<file path="src/rtl/voxel_score_engine_if.sv">
// Request/result and memory-read bundle between the voxel classifier controller
// and the score engine; the engine takes the slave modport.
interface voxel_score_engine_if #(
    parameter int unsigned NUM_CLASSES = 4,
    parameter int unsigned NUM_CELLS   = 1024,
    parameter int unsigned WEIGHT_BITS = 8,
    parameter int unsigned COUNT_BITS  = 8,
    parameter int unsigned ACC_BITS    = 24
);
    localparam int unsigned ADDR_BITS  = (NUM_CELLS > 1) ? $clog2(NUM_CELLS) : 1;
    localparam int unsigned CLASS_BITS = (NUM_CLASSES > 1) ? $clog2(NUM_CLASSES) : 1;

    logic                            start;
    logic                            busy;
    logic [ADDR_BITS-1:0]            cell_addr;
    logic [NUM_CLASSES*WEIGHT_BITS-1:0] weight_in;
    logic [COUNT_BITS-1:0]           count_in;
    logic [NUM_CLASSES*ACC_BITS-1:0] scores;
    logic [CLASS_BITS-1:0]           best_class;
    logic [ACC_BITS-1:0]             best_score;
    logic                            done;
    logic                            confident;

    modport master (
        output start, weight_in, count_in,
        input  busy, cell_addr, scores, best_class, best_score, done, confident
    );

    modport slave (
        input  start, weight_in, count_in,
        output busy, cell_addr, scores, best_class, best_score, done, confident
    );
endinterface

</file>
<file path="src/rtl/voxel_score_engine.sv">
// Sweeps all cells once, MACs signed weight x count per class with saturation, then argmax.
// Optional SCORE_CONF_THRESH_EN: confident compares best_score against CONF_THRESH.
module voxel_score_engine #(
    parameter int unsigned NUM_CLASSES = 4,
    parameter int unsigned NUM_CELLS   = 1024,
    parameter int unsigned WEIGHT_BITS = 8,
    parameter int unsigned COUNT_BITS  = 8,
    parameter int unsigned ACC_BITS    = 24,
    parameter int          CONF_THRESH = 64
) (
    input logic clk,
    input logic rst,
    voxel_score_engine_if.slave bus
);
    localparam int unsigned ADDR_BITS  = (NUM_CELLS > 1) ? $clog2(NUM_CELLS) : 1;
    localparam int unsigned CLASS_BITS = (NUM_CLASSES > 1) ? $clog2(NUM_CLASSES) : 1;
    localparam int unsigned PROD_BITS  = WEIGHT_BITS + COUNT_BITS + 1;
    localparam int unsigned SUM_BITS   = ((ACC_BITS > PROD_BITS) ? ACC_BITS : PROD_BITS) + 1;
    localparam logic signed [SUM_BITS-1:0] SAT_HI = (SUM_BITS'(1) <<< (ACC_BITS - 1)) - 1;
    localparam logic signed [SUM_BITS-1:0] SAT_LO = -(SUM_BITS'(1) <<< (ACC_BITS - 1));

    typedef enum logic [2:0] {StIdle, StSweep, StDrain, StArgmax, StDone} state_e;

    state_e                      state_q;
    logic [ADDR_BITS-1:0]        addr_q;
    logic [1:0]                  vld_q;  // [0]: address issued, [1]: read data present
    logic signed [ACC_BITS-1:0]  acc_q [NUM_CLASSES];
    logic [CLASS_BITS-1:0]       arg_idx_q;
    logic [CLASS_BITS-1:0]       best_idx_q;
    logic signed [ACC_BITS-1:0]  best_val_q;
    logic                        busy_q;
    logic                        done_q;
    logic                        conf_q;
    logic [CLASS_BITS-1:0]       best_class_q;
    logic [ACC_BITS-1:0]         best_score_q;
    logic [NUM_CLASSES*ACC_BITS-1:0] scores_q;

    logic signed [WEIGHT_BITS-1:0] w     [NUM_CLASSES];
    logic signed [COUNT_BITS:0]    cnt;
    logic signed [PROD_BITS-1:0]   prod  [NUM_CLASSES];
    logic signed [SUM_BITS-1:0]    sum   [NUM_CLASSES];
    logic signed [ACC_BITS-1:0]    acc_d [NUM_CLASSES];
    logic [NUM_CLASSES*ACC_BITS-1:0] acc_flat;

    always_comb begin
        cnt = $signed({1'b0, bus.count_in});
        acc_flat = '0;
        for (int c = 0; c < NUM_CLASSES; c++) begin
            w[c]    = $signed(bus.weight_in[c*WEIGHT_BITS +: WEIGHT_BITS]);
            prod[c] = PROD_BITS'(w[c]) * PROD_BITS'(cnt);
            sum[c]  = SUM_BITS'(acc_q[c]) + SUM_BITS'(prod[c]);
            if (sum[c] > SAT_HI) begin
                acc_d[c] = SAT_HI[ACC_BITS-1:0];
            end else if (sum[c] < SAT_LO) begin
                acc_d[c] = SAT_LO[ACC_BITS-1:0];
            end else begin
                acc_d[c] = sum[c][ACC_BITS-1:0];
            end
            acc_flat[c*ACC_BITS +: ACC_BITS] = acc_q[c];
        end
    end

    // Class 0 seeds the running best; later classes win only when strictly greater.
    logic signed [ACC_BITS-1:0] cand;
    logic                       take;
    logic signed [ACC_BITS-1:0] best_val_d;
    logic [CLASS_BITS-1:0]      best_idx_d;
    logic                       conf_d;

    always_comb begin
        cand       = acc_q[arg_idx_q];
        take       = (arg_idx_q == '0) || (cand > best_val_q);
        best_val_d = take ? cand : best_val_q;
        best_idx_d = take ? arg_idx_q : best_idx_q;
`ifdef SCORE_CONF_THRESH_EN
        conf_d = (best_val_d >= $signed(ACC_BITS'(CONF_THRESH)));
`else
        conf_d = 1'b1;
`endif
    end

    always_ff @(posedge clk) begin
        if (rst) begin
            state_q      <= StIdle;
            addr_q       <= '0;
            vld_q        <= '0;
            arg_idx_q    <= '0;
            best_idx_q   <= '0;
            best_val_q   <= '0;
            busy_q       <= 1'b0;
            done_q       <= 1'b0;
            conf_q       <= 1'b0;
            best_class_q <= '0;
            best_score_q <= '0;
            scores_q     <= '0;
            for (int c = 0; c < NUM_CLASSES; c++) acc_q[c] <= '0;
        end else begin
            done_q <= 1'b0;
            vld_q  <= {vld_q[0], 1'b0};
            if (vld_q[1]) begin
                for (int c = 0; c < NUM_CLASSES; c++) acc_q[c] <= acc_d[c];
            end
            unique case (state_q)
                StIdle: begin
                    if (bus.start) begin
                        state_q  <= StSweep;
                        addr_q   <= '0;
                        busy_q   <= 1'b1;
                        vld_q[0] <= 1'b1;
                        for (int c = 0; c < NUM_CLASSES; c++) acc_q[c] <= '0;
                    end
                end
                StSweep: begin
                    if (addr_q == ADDR_BITS'(NUM_CELLS - 1)) begin
                        state_q <= StDrain;
                    end else begin
                        addr_q   <= addr_q + 1'b1;
                        vld_q[0] <= 1'b1;
                    end
                end
                StDrain: begin
                    if (!vld_q[0]) begin
                        state_q   <= StArgmax;
                        arg_idx_q <= '0;
                    end
                end
                StArgmax: begin
                    best_val_q <= best_val_d;
                    best_idx_q <= best_idx_d;
                    if (arg_idx_q == CLASS_BITS'(NUM_CLASSES - 1)) begin
                        state_q      <= StDone;
                        done_q       <= 1'b1;
                        scores_q     <= acc_flat;
                        best_class_q <= best_idx_d;
                        best_score_q <= best_val_d;
                        conf_q       <= conf_d;
                    end else begin
                        arg_idx_q <= arg_idx_q + 1'b1;
                    end
                end
                StDone: begin
                    busy_q  <= 1'b0;
                    state_q <= StIdle;
                end
                default: state_q <= StIdle;
            endcase
        end
    end

    assign bus.busy       = busy_q;
    assign bus.cell_addr  = addr_q;
    assign bus.scores     = scores_q;
    assign bus.best_class = best_class_q;
    assign bus.best_score = best_score_q;
    assign bus.done       = done_q;
    assign bus.confident  = conf_q;
endmodule
</file>
<file path="src/flat_wrapper.sv">
// flat-port wrapper written by rule: the top's interface ports become plain ports
module voxel_score_engine_flat 
#(
    parameter int unsigned NUM_CLASSES = 4,
    parameter int unsigned NUM_CELLS   = 1024,
    parameter int unsigned WEIGHT_BITS = 8,
    parameter int unsigned COUNT_BITS  = 8,
    parameter int unsigned ACC_BITS    = 24,
    parameter int          CONF_THRESH = 64
)
  (clk, rst, bus_start, bus_weight_in, bus_count_in, bus_busy, bus_cell_addr, bus_scores, bus_best_class, bus_best_score, bus_done, bus_confident);
  voxel_score_engine_if #(.NUM_CLASSES(NUM_CLASSES), .NUM_CELLS(NUM_CELLS), .WEIGHT_BITS(WEIGHT_BITS), .COUNT_BITS(COUNT_BITS), .ACC_BITS(ACC_BITS)) bus_i ();
  input logic clk;
  input logic rst;
  input wire logic [$bits(bus_i.start)-1:0] bus_start;
  input wire logic [$bits(bus_i.weight_in)-1:0] bus_weight_in;
  input wire logic [$bits(bus_i.count_in)-1:0] bus_count_in;
  output wire logic [$bits(bus_i.busy)-1:0] bus_busy;
  output wire logic [$bits(bus_i.cell_addr)-1:0] bus_cell_addr;
  output wire logic [$bits(bus_i.scores)-1:0] bus_scores;
  output wire logic [$bits(bus_i.best_class)-1:0] bus_best_class;
  output wire logic [$bits(bus_i.best_score)-1:0] bus_best_score;
  output wire logic [$bits(bus_i.done)-1:0] bus_done;
  output wire logic [$bits(bus_i.confident)-1:0] bus_confident;
  assign bus_i.start = bus_start;
  assign bus_i.weight_in = bus_weight_in;
  assign bus_i.count_in = bus_count_in;
  assign bus_busy = bus_i.busy;
  assign bus_cell_addr = bus_i.cell_addr;
  assign bus_scores = bus_i.scores;
  assign bus_best_class = bus_i.best_class;
  assign bus_best_score = bus_i.best_score;
  assign bus_done = bus_i.done;
  assign bus_confident = bus_i.confident;
  voxel_score_engine #(.NUM_CLASSES(NUM_CLASSES), .NUM_CELLS(NUM_CELLS), .WEIGHT_BITS(WEIGHT_BITS), .COUNT_BITS(COUNT_BITS), .ACC_BITS(ACC_BITS), .CONF_THRESH(CONF_THRESH)) u_core (.clk(clk), .rst(rst), .bus(bus_i));
endmodule
</file>
<file path="config.mk">
export PLATFORM = sky130hd
export DESIGN_NAME = voxel_score_engine_flat
export DESIGN_NICKNAME = d
export VERILOG_FILES = /design/src/rtl/voxel_score_engine_if.sv /design/src/rtl/voxel_score_engine.sv /design/src/flat_wrapper.sv
export SDC_FILE = /design/constraint.sdc
export NUM_CORES = 1
export LEC_CHECK = 0
export ABC_AREA = 1
export CAP_MARGIN = 20
export CORE_MARGIN = 2
export CORE_UTILIZATION = 56
export CTS_CLUSTER_SIZE = 24
export DETAILED_ROUTE_END_ITERATION = 12
export DONT_BUFFER_PORTS = 1
export GPL_ROUTABILITY_DRIVEN = 0
export PLACE_DENSITY = 0.77
export SETUP_SLACK_MARGIN = 0.05
export SKIP_LAST_GASP = 1
export SLEW_MARGIN = 20
export SYNTH_ARGS = -nofsm -noshare
export SYNTH_HDL_FRONTEND = slang
export SYNTH_SLANG_ARGS = --single-unit
</file>
<file path="constraint.sdc">
create_clock -name clk -period 4.4 [get_ports clk]
set_input_delay 0 -clock clk [delete_from_list [all_inputs] [get_ports clk]]
set_output_delay 0 -clock clk [all_outputs]
set_load 0.02 [all_outputs]
</file>
# == Word-level counts from Yosys, hierarchy flattened ==
# Memory sizes are Yosys's and may differ from the RTL's. A register that Yosys moved wholly into a read port is not among the register bits.
# Index checks and enable logic that the tools add are counted.
# word_totals
regBits,168
latch_bits,0
ramBits,96
mem_bits_ro,0
inputBits,43
output_inout_bits,135
elab_cells,110
mem_count,1
# mem_list
name,depth,word_bits,read_ports,rd_clocked_by_memory_dff,write_ports,line_no,rtl
u_core.acc_q,4,24,5,1,4,voxel_score_engine.sv:27,logic signed [ACC_BITS-1:0] acc_q [NUM_CLASSES];
# op_classes
addsub,6
n_mul,4
div_mod_pow,0
n_lt_le_gt_ge,9
n_eq_ne,12
n_shift,0
muxes,45
bitwise,9
reduce_logical,12
# ops
op,n
24-bit 2-to-1 mux,17
24-bit by 17-bit adder with 25-bit output,4
25-bit by 24-bit greater-than comparator with 1-bit output (second input constant),4
25-bit by 24-bit less-than comparator with 1-bit output (second input constant),4
8-bit by 9-bit multiplier with 17-bit output,4
24-bit greater-than comparator,1
10-bit 2-to-1 mux,2
10-bit case mux with 2 select lines,1
1-bit 2-to-1 mux,12
3-bit 2-to-1 mux,4
3-bit case mux with 4 select lines,1
10-bit by 1-bit adder with 10-bit output (second input constant),1
10-bit equality test (second input constant),1
2-bit 2-to-1 mux,5
2-bit != test (second input constant),4
1-bit OR,8
3-bit by 2-bit equality test with 1-bit output (second input constant),2
3-bit AND reduction,2
2-bit nonzero test,3
2-bit by 1-bit != test with 1-bit output (second input constant),2
1-bit case mux with 2 select lines,2
2-bit case mux with 2 select lines,1
2-bit AND reduction,2
4-bit AND reduction,1
other kinds (9),9

# == Longest topological paths before layout ==
# Gate-level depths: netlist (run 1).
# depth
depth_word,7
mapped_depth,28
ltp_nobuf,26

# == Least setup slack after synthesis (run 1) ==
# OpenSTA, ideal clock, no wires.
# synth_timing
kind,in2reg
startpoint,input bus_count_in[5]
endpoint,"memory u_core.acc_q[1][15], data pin"
setup_time_ps,253
arrival_ps,4596
required_ps,4147
setup_slack_ps,-449
stages,22
path_buffers,3
path_cell_list,clkbuf_1 > buf_1 > nand2_1 > fa_1 > inv_1 > fa_1 > inv_1 > fa_1 > inv_1 > fa_1 > fa_1 > ha_1 > a21oi_1 > o31ai_2 > nand3_1 > nand3_2 > xor2_2 > nand2_2 > clkinv_2 > nand2_4 > buf_6 > nand2_2
# synth_rtl
element,line_no,rtl
from (decl),flat_wrapper.sv:17,input wire logic [$bits(bus_i.count_in)-1:0] bus_count_in;
to (decl),voxel_score_engine.sv:27,

==> results of run 1 <==
[logic make-up after synthesis]
| logic type | synth area share [%] |
|---|---|
| AO/OA/AOI/OAI | 8.28 |
| XOR/XNOR | 2.15 |
| adder cells (fa/ha/maj) | 32.0 |
| buffers and inverters | 11.3 |
| flip-flops | 22.0 |
| AND/OR/NAND/NOR | 24.2 |
[critical path, delay by kind of cell, from the launching register on]
kind / cells / cell delay [ns]
AO/OA/AOI/OAI: 2 / 0.27
XOR/XNOR: 1 / 0.19
adder cells (fa/ha/maj): 6 / 2.61
buffers and inverters: 6 / 0.44
flip-flops: 1 / 0.37
AND/OR/NAND/NOR: 5 / 0.52
[cell usage in the layout, fill, tap and decap left out, drive strengths merged]
cell	count
a211oi	4
a21boi	4
a21o	12
a21oi	200
a31oi	4
a32oi	24
and2	4
buf	232
bufinv	1
clkbuf	46
clkinv	12
clkinvlp	3
dfxtp	218
diode	1
dlygate4sd3	15
edfxtp	48
fa	211
ha	339
inv	617
nand2	898
nand3	164
nand3b	11
nand4	29
nor2	379
nor3	12
nor3b	1
nor4	5
o211ai	4
o21a	4
o21ai	128
o21bai	10
o31ai	2
or2	3
xnor2	34
xor2	28
[sequential cells by signal (all words and copies together) (netlist names), 2 cells and up, named ones only]
| signal | flops |
|---|---|
| u_core.bus.best_score | 24 |
| u_core.bus.cell_addr | 10 |
| u_core.state_q | 3 |
| u_core.best_val_q | 24 |
| u_core.arg_idx_q | 2 |
| u_core.bus.scores | 96 |
| u_core.vld_q | 2 |
| u_core.bus.best_class | 2 |
| u_core.acc_q | 96 |
| u_core.best_idx_q | 2 |
[report_power, final]
group	leakage (µW)	internal, µW	switching [µW]
clock	0.000568	1670	1250
sequential	0.00229	2940	694
combinational	0.0140	5990	7880
total	0.0169	10600	9830
[synthesized netlist by cell type (all sizes together), types with 34 or more instances]
library cell	instances	area share (%)
fa	211	16
xnor2	34	1.1
inv	613	8.7
dfxtp	218	17
o21ai	128	2.4
a21oi	200	3.8
clkbuf	94	1.4
nand2	898	13
nor2	379	5.9
ha	339	16
buf	48	1.1
edfxtp	48	5.5
nand3	163	3.3
[per-stage QoR]
| step | power (µW) | instance area, µm² | hold slack [ns] |
|---|---|---|---|
| after detailed placement | 15700 | 28100 | 0.0875 |
| final | 20400 | 30800 | 0.0610 |
| after global placement | 15500 | 28100 | 0.0847 |
| after floorplan | 11700 | 26700 | 0.290 |
| after global routing | 21900 | 30800 | 0.137 |
| after CTS | 19400 | 30200 | 0.0137 |
[layer usage]
layer | track usage (%) | up-vias | part of all wire, %
met3 | 7.86 | 263 | 9.9
li1 | - | 11300 | -
met2 | 51.8 | 1070 | 46
met4 | 15.2 | 4 | 5.3
met1 | 40.2 | 11500 | 39
met5 | 0 | - | 0.034
[timing repair]
| action | CTS | global route |
|---|---|---|
| endpoints found under the hold margin | 111 | 0 |
| gates cloned | 2 | 1 |
| setup endpoints to repair | 93 | 96 |
| buffers inserted | 47 | 18 |
| hold buffers | 16 | 0 |
| resized for setup | 100 | 112 |
| pin swaps | 65 | 61 |
[cell type report]
| class | instances | share of cell area, % |
|---|---|---|
| timing repair buffer | 248 | 6.83 |
| clock inverter | 18 | 0.618 |
| sequential | 266 | 18.9 |
| tap | 607 | 2.47 |
| antenna | 1 | 0.00813 |
| inverter | 615 | 7.55 |
| multi-input combinational | 2514 | 60.5 |
| clock buffer | 45 | 3.18 |
[path summary, 6_finish.rpt]
| kind | from | end | slack (ns) | depth (start not counted) |
|---|---|---|---|---|
| worst min register to register | u_core.vld_q[0] | u_core.vld_q[1] | 0.45 | 2 |
| worst max register to register | u_core.acc_q[1][6] | u_core.acc_q[1][2] | -0.27 | 20 |
| worst min-delay path | bus_weight_in[2] | u_core.acc_q[0][2] | 0.06 | 8 |
| worst max-delay path | u_core.acc_q[1][6] | u_core.acc_q[1][2] | -0.27 | 20 |
==> reports/qor.yml, run 1 <==
cp-start-kind: "register"
dieArea_um2: 48900
status: "complete, but fails checks"
globalRouteOverflowTotal: 0
worstSetupEndpointType: "register"
arrival_ns: 4.98
drt_wl_total_mm: 80.4
drtAntennaViolNets: 0
ys_ff_latch: 266
cts-htree-levels: 2
min_path_type: "input pin to register"
area_growth_pct: 16.5
netlist_area_um2: 26400
die_y_um: 221
place_inst: 4171
synth.avg_cell_area_um2: 7.48
yosysSeqAreaShare_pct: 22.0
path_class: "register to register"
final_hold_viol_count: 0
dp_hpwl_mm: 58.4
finClkSkew_ns: 0.0266
finalSetupViolCount: 94
fmax_mhz: 214
maxCapViolations: 0
grt_max_degree: 81
avgRoutedWirePerCell_um: 18.6
yosysWarnings: 0
synth_ff_type: "dfxtp_1"
antenna_found_initial: 2
filler_cell_count: 3726
setup_slack_ns: -0.267
num_rows: 79
period_minus_slack_ns: 4.67
track_usage_pct: 32.0
tns_ns: -13.76
portBuffers: 0
min_period_over_period_pct: 106
slew_headroom_pct: 27.2
clock-sinks: 266
num_vias: 24100
numCtsBuffers: 35
nNetsFinal: 4273
synth_edf_count: 48
violations: "negative setup slack"
synthArstFlopShare_pct: 0
cts_tree: "done"
vdd_ir_drop_max_mv: 0.481
core-area_um2: 46600
dr.first_iter.drc_count: 2309
post-place-ws_ns: -0.235
report.final.slew_viol_count: 0
power.density_nw_per_um2: 663
drt_pass1_iterations: 6
clockBufferDepth: 3
grt_pass1_vias: 23700
drive_above_1_share_pct: 16.4
grt_pass1_wl_mm: 125
rsz0062_at_grt: "true"
total_leakage_power_uw: 0.0169
syn-num-nets: 4128
path_max_fanout: 4
via_per_inst: 5.60
die_w_um: 221
crit_required_ns: 4.71
critical_path.cell_chain: "inv_2 > fa_1 > inv_1 > fa_1 > inv_2 > fa_2 > inv_2 > fa_2 > fa_2 > ha_4 > a21oi_4 > o31ai_4 > nand3_1 > nand3_2 > xor2_2 > nand2_2 > clkinv_4 > buf_6 > nor2_1 > nor2_1"
synth_cells: 3535
seqCellArea_um2: 5810
clkTransAtPathRegs_ns: 0.06
stdcell_count: 4314
multi_input_area_um2: 18600
utilization_pct: 66.1
worst_pin_slew_ns: 1.09
initial_core_util_pct: 56.8
drc: 0
synthDistinctLibCells: 56
cpMaxStageDelayCell: "fa_2"
root_buffer: "clkbuf_16"
io_pins: 178
slowest_delay_ns: 0.56
insertion_delay_ns: 0.57
(Power assumes the default switching activity.)
==> run 2, diff against run 1 <==
GPL_TIMING_DRIVEN = 0   (was default)
==> run 2 against run 1 <==
  * The flow still finishes with violations (negative setup slack)
  * Final area is 1.7% higher
  * Die area stayed put
  * First-iteration DRC count is 15% higher
  * Flip-flop and latch count did not move
  * Sequential share of layout area down 0.27 points
  * Fmax decreased by 3.4%
  * Non-clock buffer count increased by 6
  * Critical endpoint is now u_core.acc_q[1][11]
  * Largest cell class unchanged
  * Largest power group unchanged
==> reports/qor.yml, run 2 (synthesis gave the netlist of run 1 again) <==
status: "complete, but fails checks"
violations: "negative setup slack"
finClkSkew_ns: 0.0208
power.density_nw_per_um2: 649
via_per_inst: 5.83
arrival_ns: 5.16
cp.depth: 21
use_met3_pct: 9.79
crit_buf_inv: 8
drive_above_1_share_pct: 18.0
cts_tree: "done"
layout_commonest_cell: "nand2_1"
core-area_um2: 46600
path_class: "register to register"
clkTransAtPathRegs_ns: 0.06
report.final.slew_viol_count: 0
worstSetupEndpointType: "register"
clock-sinks: 266
hold_slack_ns: 0.138
period_minus_slack_ns: 4.83
cts-htree-levels: 2
worst_pin_slew_ns: 1.07
slowest_delay_ns: 0.57
rsz0062_at_grt: "true"
min_period_over_period_pct: 110
nNetsFinal: 4278
regToRegSetupSlack_ns: -0.43
crit_top_cell: "inv_1"
portBuffers: 0
tns_ns: -26.11
area_growth_pct: 18.5
hold_depth: 6
antenna_found_initial: 6
avgRoutedWirePerCell_um: 21.0
dieArea_um2: 48900
track_usage_pct: 35.7
crit_required_ns: 4.73
setup_slack_ns: -0.430
cpMaxStageDelayCell: "fa_2"
io_pins: 178
initial_core_util_pct: 56.8
post_dp_cell_area_um2: 27500
slew_headroom_pct: 28.5
fmax_mhz: 207
grt_pass1_vias: 24400
grtUsageMet1_pct: 44.6
dr.first_iter.drc_count: 2663
gr-usage-met2_pct: 55.6
num_rows: 79
ff2ff_path_depth: 21
root_buffer: "clkbuf_16"
utilization_pct: 67.3
numCtsBuffers: 34
final_hold_viol_count: 0
whs_endpoint: "u_core.acc_q[2][0]"
cp-start-kind: "register"
drt_pass1_iterations: 6
num_vias: 25200
cp_top_family: "adder cells"
globalRouteOverflowTotal: 0
worstReg2RegEnd: "u_core.acc_q[1][11]"
min_path_type: "input pin to register"
grt_max_degree: 25
grt_pass1_wl_mm: 136
final_cell_area_um2: 31300
total_power_uw: 20300
maxCapViolations: 0
finalSetupViolCount: 95
die_w_um: 221
insertion_delay_ns: 0.58
total_leakage_power_uw: 0.0169
drtAntennaViolNets: 0
die_y_um: 221
vdd_ir_drop_max_mv: 0.473
r2r_start: "u_core.acc_q[1][6]"
final_cell_mix: "769 x nand2_1, 562 x inv_1, 313 x ha_1"
critical_path.cell_chain: "inv_2 > fa_1 > inv_1 > fa_1 > inv_1 > fa_2 > inv_2 > fa_2 > ha_4 > ha_4 > inv_1 > o31ai_4 > nand3_2 > nand3_4 > xor2_4 > nand2_4 > clkinv_4 > nand2_8 > buf_12 > buf_8 > nand2_2"
path_max_fanout: 5
worstHoldStart: "bus_weight_in[16]"
dp_hpwl_mm: 65.2
clockBufferDepth: 3
drt_wl_total_mm: 90.8
drc: 0
busiest_layer: "met2"
## run 2: metrics by stage
stage / worst slack (ns) / cells
final: -0.430 / 4322
after global routing: -0.559 / 4319
after CTS: -0.284 / 4295
after detailed placement: -0.786 / 4142
after global placement: -0.787 / 4142
after floorplan: -0.0250 / 3535
## run 2: report_power, final
group	total, µW	internal (µW)	switching (µW)	leakage [µW]
registers	3710	2940	769	0.00229
logic	13600	5330	8290	0.0140
clock network	3010	1700	1310	0.000566
total	20300	9970	10400	0.0169
## run 2: final cells by class
type / instances / area (µm²)
multi-input cells: 2514 / 19300
fillers: 3551 / 15200
flip-flops and latches: 266 / 5830
inverters: 615 / 2350
repair buffers: 113 / 1120
clock buffers: 41 / 948
well taps: 607 / 759
plain buffers: 141 / 756
clock inverters: 21 / 234
diodes: 4 / 10.0
## run 2: worst max-delay path by stage
stage	start	to
3_5_place_dp	bus_count_in[2]	u_core.acc_q[2][1]
2_1_floorplan	u_core.acc_q[2][6]	u_core.acc_q[2][14]
5_1_grt	u_core.acc_q[2][6]	u_core.acc_q[2][11]
4_1_cts	u_core.acc_q[2][6]	u_core.acc_q[2][14]
3_3_place_gp	bus_count_in[2]	u_core.acc_q[2][1]
6_report	u_core.acc_q[1][6]	u_core.acc_q[1][11]
## run 2: metal layers
metal  part of all wire [%]  up-vias
met5                  0.031        -
met1                     37    11800
li1                       -    11400
met3                     13      441
met4                    7.2        4
met2                     44     1548
## run 2: worst reg2reg max path, delay by kind of cell (launching register included)
family	cells	cell delay (ns)
xor gates and xnor gates	1	0.10
buffers and inverters	8	0.67
adders and majority gates	6	2.56
and+or+nand+nor	5	0.57
AOI/OAI and AO/OA	1	0.32
DFF	1	0.37
## run 2: what timing repair did
action | 4_1_cts | 5_1_grt
hold buffers | 2 | 0
endpoints found under the setup margin | 95 | 96
gates cloned | 10 | 0
pin swaps | 124 | 131
setup buffers | 79 | 30
gates resized for setup | 194 | 236
hold endpoints to repair | 8 | 0
